<file path="config.mk">
export PLATFORM = sky130hd
export DESIGN_NAME = axi_bw_resp_router
export DESIGN_NICKNAME = d
export VERILOG_FILES = /design/src/rtl/axi_bw_resp_router.sv
export SDC_FILE = /design/constraint.sdc
export NUM_CORES = 1
export LEC_CHECK = 0
export ABC_AREA = 1
export CAP_MARGIN = 20
export CORE_MARGIN = 1
export CORE_UTILIZATION = 55
export DETAILED_ROUTE_END_ITERATION = 8
export GPL_TIMING_DRIVEN = 1
export PLACE_DENSITY = 0.85
export SLEW_MARGIN = 25
export SYNTH_ARGS = -nofsm -noshare
export SYNTH_HDL_FRONTEND = slang
export SYNTH_SLANG_ARGS = --single-unit
</file>
<file path="constraint.sdc">
create_clock -name clk -period 3.3 [get_ports clk]
set_input_delay 0.33 -clock clk [delete_from_list [all_inputs] [get_ports clk]]
set_output_delay 0.33 -clock clk [all_outputs]
set_load 0.05 [all_outputs]
</file>
<file path="src/rtl/axi_bw_resp_router.sv">
// AXI B-channel backward router: decodes the routing field above the master ID,
// strips it and buffers each response in a per-destination FIFO.
module axi_bw_resp_router #(
  parameter int unsigned N_TARG_PORT = 3,
  parameter int unsigned AXI_ID_IN   = 3,
  parameter int unsigned ROUTE_W     = $clog2(N_TARG_PORT),
  parameter int unsigned AXI_ID_OUT  = AXI_ID_IN + ROUTE_W,
  parameter int unsigned AXI_USER_W  = 6,
  parameter int unsigned FIFO_DEPTH  = 2
) (
  input  logic                              clk,
  input  logic                              rst_n,
  input  logic [AXI_ID_OUT-1:0]             bid_i,
  input  logic [1:0]                        bresp_i,
  input  logic [AXI_USER_W-1:0]             buser_i,
  input  logic                              bvalid_i,
  output logic                              bready_o,
  output logic [N_TARG_PORT*AXI_ID_IN-1:0]  bid_o,
  output logic [N_TARG_PORT*2-1:0]          bresp_o,
  output logic [N_TARG_PORT*AXI_USER_W-1:0] buser_o,
  output logic [N_TARG_PORT-1:0]            bvalid_o,
  input  logic [N_TARG_PORT-1:0]            bready_i,
  output logic                              route_err_o,
  output logic [7:0]                        drop_cnt_o
);

  localparam int unsigned PTR_W = (FIFO_DEPTH > 1) ? $clog2(FIFO_DEPTH) : 1;
  localparam int unsigned CNT_W = PTR_W + 1;

  typedef struct packed {
    logic [AXI_ID_IN-1:0]  id;
    logic [1:0]            resp;
    logic [AXI_USER_W-1:0] user;
  } entry_t;

  entry_t           mem     [N_TARG_PORT][FIFO_DEPTH];
  logic [PTR_W-1:0] wptr    [N_TARG_PORT];
  logic [PTR_W-1:0] rptr    [N_TARG_PORT];
  logic [CNT_W-1:0] cnt     [N_TARG_PORT];
  logic [CNT_W-1:0] cnt_nxt [N_TARG_PORT];
  logic [N_TARG_PORT-1:0] full_q, empty_q, push, pop;

  logic [ROUTE_W-1:0] route;
  logic               route_ok;
  logic               drop;

  assign route    = bid_i[AXI_ID_OUT-1:AXI_ID_IN];
  assign route_ok = (32'(route) < N_TARG_PORT);
  assign drop     = bvalid_i && !route_ok;

  // Ready depends only on the decoded route and registered fullness; out-of-range routes are always sunk.
  always_comb begin
    bready_o = 1'b1;
    push     = '0;
    for (int unsigned p = 0; p < N_TARG_PORT; p++) begin
      if (route_ok && (route == ROUTE_W'(p))) begin
        if (full_q[p]) bready_o = 1'b0;
        push[p] = bvalid_i && !full_q[p];
      end
    end
    pop = bready_i & ~empty_q;
  end

  always_comb begin
    for (int unsigned p = 0; p < N_TARG_PORT; p++) begin
      cnt_nxt[p] = cnt[p] + CNT_W'(push[p]) - CNT_W'(pop[p]);
    end
  end

  // Per-port pointers, occupancy and flags.
  always_ff @(posedge clk or negedge rst_n) begin
    if (!rst_n) begin
      for (int unsigned p = 0; p < N_TARG_PORT; p++) begin
        wptr[p] <= '0;
        rptr[p] <= '0;
        cnt[p]  <= '0;
      end
      full_q  <= '0;
      empty_q <= '1;
    end else begin
      for (int unsigned p = 0; p < N_TARG_PORT; p++) begin
        if (push[p]) wptr[p] <= wptr[p] + 1'b1;
        if (pop[p])  rptr[p] <= rptr[p] + 1'b1;
        cnt[p]     <= cnt_nxt[p];
        full_q[p]  <= (cnt_nxt[p] == CNT_W'(FIFO_DEPTH));
        empty_q[p] <= (cnt_nxt[p] == '0);
      end
    end
  end

  // Payload storage carries no reset; it is only read once written.
  always_ff @(posedge clk) begin
    for (int unsigned p = 0; p < N_TARG_PORT; p++) begin
      if (push[p]) begin
        mem[p][wptr[p]] <= '{id: bid_i[AXI_ID_IN-1:0], resp: bresp_i, user: buser_i};
      end
    end
  end

  always_comb begin
    bid_o   = '0;
    bresp_o = '0;
    buser_o = '0;
    for (int unsigned p = 0; p < N_TARG_PORT; p++) begin
      bid_o[p*AXI_ID_IN +: AXI_ID_IN]    = mem[p][rptr[p]].id;
      bresp_o[p*2 +: 2]                  = mem[p][rptr[p]].resp;
      buser_o[p*AXI_USER_W +: AXI_USER_W] = mem[p][rptr[p]].user;
    end
  end

  assign bvalid_o = ~empty_q;

  // Drop reporting for out-of-range routes.
  always_ff @(posedge clk or negedge rst_n) begin
    if (!rst_n) begin
      route_err_o <= 1'b0;
      drop_cnt_o  <= 8'd0;
    end else begin
      route_err_o <= drop;
      if (drop && (drop_cnt_o != 8'hFF)) drop_cnt_o <= drop_cnt_o + 8'd1;
    end
  end

endmodule

</file>
==> results.ini, run 1 <==
[final_layout]
regArea_sq_um = 2660
instances_no_fill = 496
num_antenna_cells = 0
syn_to_final_growth_pct = 24.7
fin_util = 0.719
finalNetCount = 437
layout-drive-gt1-share = 0.0740
multi_input_area_sq_um = 932
fill_cells = 452

[route]
post_drt_wl_per_cell_um = 14.3
drt-pass1-iter-count = 7
antenna_left = 0
drt-initial-drc-count = 144
wl_um = 7100
vias = 2533
viasPerCell = 5.11
drc = 12

[yosys]
syn_nets = 365
synth_edf_count = 66
synth_area_sq_um = 3730
synthTopCellsByArea = edfxtp_1 53%, dfrtp_1 16%, nand2_1 16%, inv_1 2.7%, dfstp_2 2.1%
synth_top_cells_by_count = 157 x nand2_1, 66 x edfxtp_1, 27 x inv_1
ys_seq_area_frac = 0.714
netlist-cell-type-count = 20
syn_inst = 342
synth_ff_type = edfxtp_1
synth.most_common_cell = nand2_1
syn_avg_cell_area_sq_um = 10.9
synth-async-reset-ratio = 0.290
synth_top_area_frac = 0.532
ys_ff_latch = 93
yosys_warnings = 0
yosysTopAreaCell = edfxtp_1

[sta]
min_period_over_period = 0.797
hold_viol = 0
worst_slew_pin_slew_ns = 0.974
grt_setup_unrepaired = no
period_minus_slack_ns = 2.63
slew_violations = 0
setup_viol = 0
hold_ws_ns = 0.340
slew_headroom = 0.348
fmax_ghz = 0.380
clock_skew_ns = 0.0110
setup_tns_ns = 0

[setup_path]
worstRegToRegCells = 3
cp-start-kind = flip-flop
endpoint_kind = primary output
setup.worst_path.end = bid_o[2]
worstPathRequired_ns = 2.97
crit_path_max_fanout = 12
path_class = reg2out
cp_data_arrival_time_ns = 2.30
r2r_end = mem[0][5]$_DFFE_PP_
setup.worst_path.start = rptr[2]$_DFFE_PN0P_
timing.rr.start = full_q[0]$_DFF_PN0_
r2r_setup_slack_ns = 1.49

[cts]
cts_hold_buf = 0
h-tree-depth = 3
tritoncts = built
numCtsBuffers = 9
cts_sinks = 93
clk_latency_ns = 0.35
cts.clk_slew.worst_paths_ns = 0.08
ctsResizeCount = 0
cts_buffer_depth = 2
post-cts-setup-buffers = 0
root_buffer = clkbuf_8

[place]
hpwl_um = 4860
gp_congestion = 0.748
place.port_buffers = 64
dp.cells = 480

[pwr]
swShare = 0.429
pwr-share-clk = 0.173
p_int_mw = 2.34
irDropWorstVdd_mv = 0.414
seqPwrFrac = 0.389
combPwrFrac = 0.438
p_leak_nw = 2.00
power_mw = 4.11
power.switching_mw = 1.76
p_per_area_nw_per_um2 = 884

[global_routing]
grt_max_degree = 28
track_usage = 0.213
overflow = 0
grt_pass1_wl_um = 11300
grt_pass1_vias = 2339
antenna_found_initial = 0

[die]
die_y_um = 84.3
start_util = 0.577
die_area_sq_um = 7110
io_pins = 65
rows = 29
fp.coreArea_sq_um = 6460
die_x_um = 84.3

[run_status]
violations = DRC
status = finished, violations left

[run]
drv_cap = 0

[min_path]
worstHoldPathType = in2async

## per-layer routing
metal  vias to the layer above  wire (um)  global-route usage
met5                         -          0                   0
met4                         0        187               0.116
met3                        15        371              0.0374
met2                        80       3580               0.351
met1                      1204       2960               0.271
li1                       1234          -                   -
## layout by cell type (no fill, tap or decap), types with 2 or more instances in the layout
cell type	instances
nand3_1	9
nand2_1	157
nor2_2	2
a21oi_1	4
xnor2_1	3
inv_2	3
dfstp_2	3
clkdlybuf4s50_1	64
inv_1	27
edfxtp_1	66
clkbuf_8	9
nor2_1	19
ha_1	4
clkinv_2	4
xor2_1	6
dfrtp_1	24
nand2_2	4
buf_4	3
## layout make-up
cell class              instances  share of cell area
well taps                      77              0.0207
multi-input cells             213               0.201
flip-flops and latches         93               0.573
repair buffers                 67               0.143
clock buffers                  10              0.0275
clock inverters                 6              0.0116
inverters                      30              0.0242
## kinds of logic after synthesis
group / count (synthesis) / synth area share
compound gates: 6 / 0.00839
xor+xnor: 9 / 0.0212
fa+ha+maj: 4 / 0.0134
buf+inv: 36 / 0.0363
flops: 93 / 0.714
simple gates: 194 / 0.207
## stage by stage
step	instance area (sq um)	worst slack [ns]
floorplan	3730	1.62
global placement	4460	0.932
detailed placement	4460	0.916
CTS	4640	0.667
global route	4650	0.549
finish	4650	0.669
## worst min-delay path by stage
stage                              startpoint                   endpoint  slack, ns
after floorplan                         rst_n           cnt[0]$_DFF_PN0_       0.03
final                                   rst_n  drop_cnt_o[4]$_DFFE_PN0P_       0.34
after global routing                    rst_n  drop_cnt_o[4]$_DFFE_PN0P_       0.37
after CTS                               rst_n  drop_cnt_o[6]$_DFFE_PN0P_       0.34
after detailed placement  wptr[0]$_DFFE_PN0P_        wptr[0]$_DFFE_PN0P_       0.53
after global placement       cnt[4]$_DFF_PN0_           cnt[4]$_DFF_PN0_       0.51
## sequential cells by signal (all words and copies together), names as in the netlist
| signal | cells |
|---|---|
| empty_q | 3 |
| rptr | 3 |
| wptr | 3 |
| drop_cnt_o | 8 |
| route_err_o | 1 |
| mem | 66 |
| full_q | 3 |
| cnt | 6 |
## power groups by stage
| stage | combinational, mW | clock [mW] | sequential [mW] |
|---|---|---|---|
| after floorplan | 1.21 | 0 | 1.61 |
| after global placement | 1.76 | 0 | 1.61 |
| after detailed placement | 1.79 | 0 | 1.62 |
| after CTS | 1.81 | 0.720 | 1.59 |
| after global routing | 1.92 | 0.760 | 1.62 |
| final | 1.80 | 0.709 | 1.60 |
## worst max-delay path: stages (launching register included)
cell and delay (ns):
dfrtp_1 0.53, inv_1 0.36, nand2_1 0.13, nand2_1 0.12
clkdlybuf4s50_1 0.81
No activity file was read; power rests on OpenSTA's default activity.
==> run 2: changes to the inputs <==
--- a/config.mk
+++ b/config.mk
@@ -8,10 +8,10 @@
 export ABC_AREA = 1
 export CAP_MARGIN = 20
 export CORE_MARGIN = 1
-export CORE_UTILIZATION = 55
+export CORE_UTILIZATION = 47
 export DETAILED_ROUTE_END_ITERATION = 8
 export GPL_TIMING_DRIVEN = 1
-export PLACE_DENSITY = 0.85
+export PLACE_DENSITY = 0.77
 export SLEW_MARGIN = 25
 export SYNTH_ARGS = -nofsm -noshare
 export SYNTH_HDL_FRONTEND = slang
==> constraint.sdc (replaced) <==
create_clock -name clk -period 2.1 [get_ports clk]
set_input_delay 0.21 -clock clk [delete_from_list [all_inputs] [get_ports clk]]
set_output_delay 0.21 -clock clk [all_outputs]
set_load 0.05 [all_outputs]
==> run 2 against run 1 <==
Clock power is 75% higher. Largest power group unchanged. Worst setup slack worse by 0.46 ns. The flow now finishes without violations. Critical path depth is 3 lower.
==> results.ini, run 2 (synthesis results as in run 1) <==
[final_layout]
finalNetCount = 441  ; +0.92%
num_antenna_cells = 0  ; unchanged
final_cell_mix = 157 x nand2_1, 66 x edfxtp_1, 39 x buf_4
layout_commonest_cell = nand2_1
fin_util = 0.608  ; -0.111
multi_input_area_sq_um = 930  ; -0.27%
fill_cells = 623  ; +38%
instances_no_fill = 525  ; +5.8%
layout-drive-gt1-share = 0.165  ; +0.0915
largest_reg_flops = 66  ; unchanged
syn_to_final_growth_pct = 25.5
regArea_sq_um = 2660  ; unchanged

[cts]
cts_sinks = 93  ; unchanged
cts.clk_slew.worst_paths_ns = 0.09  ; about the same
tritoncts = built
h-tree-depth = 3  ; unchanged
numCtsBuffers = 9  ; unchanged
root_buffer = clkbuf_8
post-cts-setup-buffers = 0  ; unchanged
cts_hold_buf = 0  ; unchanged
clk_latency_ns = 0.37  ; +0.02 ns
cts_buffer_depth = 2  ; unchanged
ctsResizeCount = 0  ; unchanged

[global_routing]
track_usage = 0.173  ; -0.0397
antenna_found_initial = 0  ; unchanged
grt_pass1_vias = 2324  ; -0.64%
grt_max_degree = 28  ; unchanged
overflow = 0  ; unchanged
grt_pass1_wl_um = 11000  ; -2.8%

[place]
hpwl_um = 4740  ; -2.4%
dp.cells = 509  ; +6.0%
place.port_buffers = 64  ; unchanged
place_worst_setup_slack_ns = 0.130  ; -0.786 ns
gp_congestion = 0.750  ; +0.32%

[sta]
min_period_over_period = 0.900
finalWorstSetupSlack_ns = 0.211  ; -0.459 ns
fmax_ghz = 0.529
worst_slew_pin_slew_ns = 0.499  ; -0.475 ns
slew_headroom = 0.666  ; +0.318
period_minus_slack_ns = 1.89
slew_violations = 0  ; unchanged
hold_viol = 0  ; unchanged
grt_setup_unrepaired = no
setup_tns_ns = 0  ; unchanged
setup_viol = 0  ; unchanged
clock_skew_ns = 0.0144  ; +0.00348 ns

[route]
drt-initial-drc-count = 117  ; -19%
drc = 0  ; -12
viasPerCell = 4.68  ; -8.3%
drt-pass1-iter-count = 6  ; -1
post_drt_wl_per_cell_um = 12.9  ; -9.9%
wl_um = 6760  ; -4.7%
vias = 2458  ; -3.0%
antenna_left = 0  ; unchanged

[setup_path]
cp_slowest_cell = clkdlybuf4s50_1
cp-start-kind = flip-flop
cp_data_arrival_time_ns = 1.68  ; -0.62 ns
cpPeakStageDelay_ns = 0.85  ; +0.04 ns
path_class = reg2out
crit_path_max_fanout = 6  ; -6
path_delay_family = buffers and inverters
path_cells = clkdlybuf4s50_1
endpoint_kind = primary output
worstPathRequired_ns = 1.89  ; -1.08 ns
worst-path-buf-inv = 1  ; -1

[die]
io_pins = 65  ; unchanged
fp.coreArea_sq_um = 7690  ; +19%
die_y_um = 91.0  ; +8.0%
rows = 32  ; +10%
start_util = 0.485  ; -0.0922
die_x_um = 91.0  ; +8.0%
die_area_sq_um = 8290  ; +17%

[pwr]
p_per_area_nw_per_um2 = 1390  ; +57%
p_leak_nw = 2.08  ; +3.9%
irDropWorstVdd_mv = 0.636  ; +54%

[run]
drv_cap = 0  ; unchanged

[run_status]
status = finished, final reports clean

[min_path]
worstHoldPathType = in2async

## run 2: cell count changes in the layout (fill, tap and decap cells not counted)
| cell | before | now |
|---|---|---|
| inv_6 | 0 | 2 |
| nor2_2 | 2 | 1 |
| clkinv_2 | 4 | 0 |
| clkinv_1 | 1 | 0 |
| clkbuf_1 | 1 | 0 |
| nor2_1 | 19 | 20 |
| clkinv_4 | 0 | 2 |
| clkdlybuf4s50_1 | 64 | 30 |
| buf_4 | 3 | 39 |
| inv_8 | 0 | 2 |
| buf_12 | 0 | 2 |
## run 2: cell type report
type | instances | share of cell area
sequential | 93 | 0.569
multi-input combinational | 213 | 0.199
clock buffer | 9 | 0.0265
clock inverter | 7 | 0.0187
timing repair buffer | 71 | 0.135
inverter | 30 | 0.0241
tap | 102 | 0.0273
## run 2: path summary, 6_finish.rpt
path | start | depth (start not counted) | slack (ns) | endpoint
worst max-delay path | drop_cnt_o[0]$_DFFE_PN0P_ | 1 | 0.21 | drop_cnt_o[0]
worst min-delay path | rst_n | 2 | 0.21 | drop_cnt_o[3]$_DFFE_PN0P_
worst max register to register | empty_q[2]$_DFF_PN1_ | 13 | 0.48 | empty_q[2]$_DFF_PN1_
worst min register to register | cnt[4]$_DFF_PN0_ | 1 | 0.53 | cnt[4]$_DFF_PN0_
max in group asynchronous | rst_n | 2 | 1.58 | empty_q[2]$_DFF_PN1_
min in group clk | bready_i[2] | 3 | 0.51 | rptr[0]$_DFFE_PN0P_
## run 2: report_power, final
part / total (mW) / internal, mW / switching (mW)
registers: 2.50 / 2.27 / 0.229
logic: 2.75 / 0.817 / 1.93
clock network: 1.24 / 0.579 / 0.664
total: 6.49 / 3.67 / 2.83
## run 2: through the flow
step / power [mW] / cell area (sq um) / hold WS (ns)
after global routing: 6.85 / 4680 / 0.266
after detailed placement: 5.32 / 4460 / 0.510
final: 6.49 / 4680 / 0.210
after CTS: 6.56 / 4680 / 0.209
after floorplan: 4.44 / 3730 / -0.0856
after global placement: 5.26 / 4460 / 0.504
## run 2: layer usage
| metal | track usage | vias to the layer above | part of all wire |
|---|---|---|---|
| li1 | - | 1248 | - |
| met1 | 0.222 | 1131 | 0.44 |
| met2 | 0.290 | 73 | 0.50 |
| met3 | 0.0419 | 6 | 0.056 |
| met4 | 0.0569 | 0 | 0.010 |
| met5 | 0 | - | 0 |
==> run 3: changes to the inputs <==
--- a/config.mk
+++ b/config.mk
@@ -8,10 +8,10 @@
 export ABC_AREA = 1
 export CAP_MARGIN = 20
 export CORE_MARGIN = 1
-export CORE_UTILIZATION = 47
+export CORE_UTILIZATION = 52
 export DETAILED_ROUTE_END_ITERATION = 8
 export GPL_TIMING_DRIVEN = 1
-export PLACE_DENSITY = 0.77
+export PLACE_DENSITY = 0.81
 export SLEW_MARGIN = 25
 export SYNTH_ARGS = -nofsm -noshare
 export SYNTH_HDL_FRONTEND = slang
==> constraint.sdc (replaced) <==
create_clock -name clk -period 2 [get_ports clk]
set_input_delay 0.2 -clock clk [delete_from_list [all_inputs] [get_ports clk]]
set_output_delay 0.2 -clock clk [all_outputs]
set_load 0.05 [all_outputs]
==> run 3 against run 2 <==
Clock skew is 0.0049 ns lower. Sequential power is 4% higher. Register-to-register slack worse by 0.10 ns. Final cell count is 0.76% lower. Die area is 9.4% lower. Critical endpoint is now drop_cnt_o[5]. Largest cell class unchanged.
==> results.ini, run 3 (synthesis results as in run 1) <==
[setup_path]
r2r_end = empty_q[0]$_DFF_PN1_
path_class = reg2out
r2r_setup_slack_ns = 0.38  ; -0.10 ns
worst-path-buf-inv = 1  ; unchanged
worstPathRequired_ns = 1.80  ; -0.09 ns
setup.worst_path.end = drop_cnt_o[5]
cp.depth = 1  ; unchanged
cp-start-kind = flip-flop
cp_data_arrival_time_ns = 1.66  ; -0.02 ns
crit_path_max_fanout = 6  ; unchanged
path_cells = clkdlybuf4s50_1
timing.rr.start = empty_q[0]$_DFF_PN1_
cp_slowest_cell = clkdlybuf4s50_1
worstRegToRegCells = 13  ; unchanged
cpPeakStageDelay_ns = 0.85  ; about the same
path_delay_family = buffers and inverters
endpoint_kind = primary output
setup.worst_path.start = drop_cnt_o[5]$_DFFE_PN0P_

[sta]
setup_viol = 0  ; unchanged
period_minus_slack_ns = 1.86
hold_viol = 0  ; unchanged
worst_slew_pin_slew_ns = 0.499  ; +0.000485 ns
min_period_over_period = 0.930
grt_setup_unrepaired = no
slew_violations = 0  ; unchanged
slew_headroom = 0.666  ; about the same
fmax_ghz = 0.538
setup_tns_ns = 0  ; unchanged
clock_skew_ns = 0.00950  ; -0.00494 ns

[route]
drt-initial-drc-count = 139  ; +19%
viasPerCell = 4.82  ; +2.9%
drc = 0  ; unchanged
drt-pass1-iter-count = 4  ; -2
post_drt_wl_per_cell_um = 13.9  ; +8.2%
antenna_left = 0  ; unchanged
vias = 2510  ; +2.1%
wl_um = 7260  ; +7.4%

[min_path]
worstHoldPathType = in2async

[final_layout]
layout_commonest_cell = nand2_1
largest_reg_flops = 66  ; unchanged
layout-drive-gt1-share = 0.167  ; +0.00157
num_antenna_cells = 0  ; unchanged
final_cell_area_sq_um = 5080  ; +8.6%
final_cell_mix = 157 x nand2_1, 66 x edfxtp_1, 34 x buf_12
instances_no_fill = 521  ; -0.76%
syn_to_final_growth_pct = 36.3
finalNetCount = 443  ; +0.45%

[die]
fp.coreArea_sq_um = 6870  ; -11%
die_y_um = 86.7  ; -4.8%
die_x_um = 86.7  ; -4.8%
start_util = 0.542  ; +0.0577
rows = 30  ; -6.3%
die_area_sq_um = 7510  ; -9.4%
io_pins = 65  ; unchanged

[cts]
h-tree-depth = 3  ; unchanged
cts_hold_buf = 0  ; unchanged
cts_sinks = 93  ; unchanged
numCtsBuffers = 9  ; unchanged
post-cts-setup-buffers = 0  ; unchanged
tritoncts = built
cts.clk_slew.worst_paths_ns = 0.08  ; about the same
cts_buffer_depth = 2  ; unchanged
root_buffer = clkbuf_8
clk_latency_ns = 0.35  ; -0.02 ns
ctsResizeCount = 0  ; unchanged

[place]
place.port_buffers = 64  ; unchanged
placed_cell_area_sq_um = 4870  ; +9.1%
gp_congestion = 0.796  ; +6.2%
hpwl_um = 5050  ; +6.4%
dp.cells = 505  ; -0.79%

[pwr]
power_mw = 7.69  ; +18%
p_leak_nw = 2.23  ; +7.1%
irDropWorstVdd_mv = 0.774  ; +22%
p_per_area_nw_per_um2 = 1510  ; +9.0%

[global_routing]
grt_max_degree = 28  ; unchanged
grt_pass1_vias = 2469  ; +6.2%
grt_pass1_wl_um = 11800  ; +8.1%
track_usage = 0.216  ; +0.0425
overflow = 0  ; unchanged
antenna_found_initial = 0  ; unchanged

[run]
drv_cap = 0  ; unchanged

[run_status]
status = finished, final reports clean

==> run 3: where the power goes <==
group	switching (mW)	total [mW]	internal, mW
Combinational	2.25	3.79	1.54
Clock	0.609	1.30	0.694
Sequential	0.214	2.60	2.39
==> run 3: cell type report <==
cell class / instances / area [sq um]
multi-input cells: 213 / 930
well taps: 96 / 120
repair buffers: 73 / 1050
inverters: 30 / 113
clock inverters: 6 / 78.8
clock buffers: 10 / 128
flip-flops and latches: 93 / 2660
fillers: 447 / 1790
==> run 3: worst min path at each step <==
stage                           endpoint
2_1_floorplan           cnt[0]$_DFF_PN0_
3_3_place_gp         wptr[0]$_DFFE_PN0P_
3_5_place_dp         wptr[0]$_DFFE_PN0P_
4_1_cts        drop_cnt_o[2]$_DFFE_PN0P_
5_1_grt        drop_cnt_o[2]$_DFFE_PN0P_
6_report       drop_cnt_o[2]$_DFFE_PN0P_
==> run 3: metrics by stage <==
stage / hold WS, ns / setup slack (ns) / util
global route: 0.251 / 0.0504 / 0.740
global placement: 0.503 / 0.111 / 0.709
detailed placement: 0.517 / -0.0112 / 0.709
CTS: 0.231 / 0.0856 / 0.739
finish: 0.222 / 0.141 / 0.740
floorplan: -0.0956 / 0.325 / -
==> run 3: per-layer routing <==
metal | routed length [um] | part of all wire | GRT usage
met1 | 3020 | 0.42 | 0.273
met5 | 0 | 0 | 0
met3 | 362 | 0.050 | 0.0343
met4 | 36 | 0.0050 | 0.0955
met2 | 3850 | 0.53 | 0.370
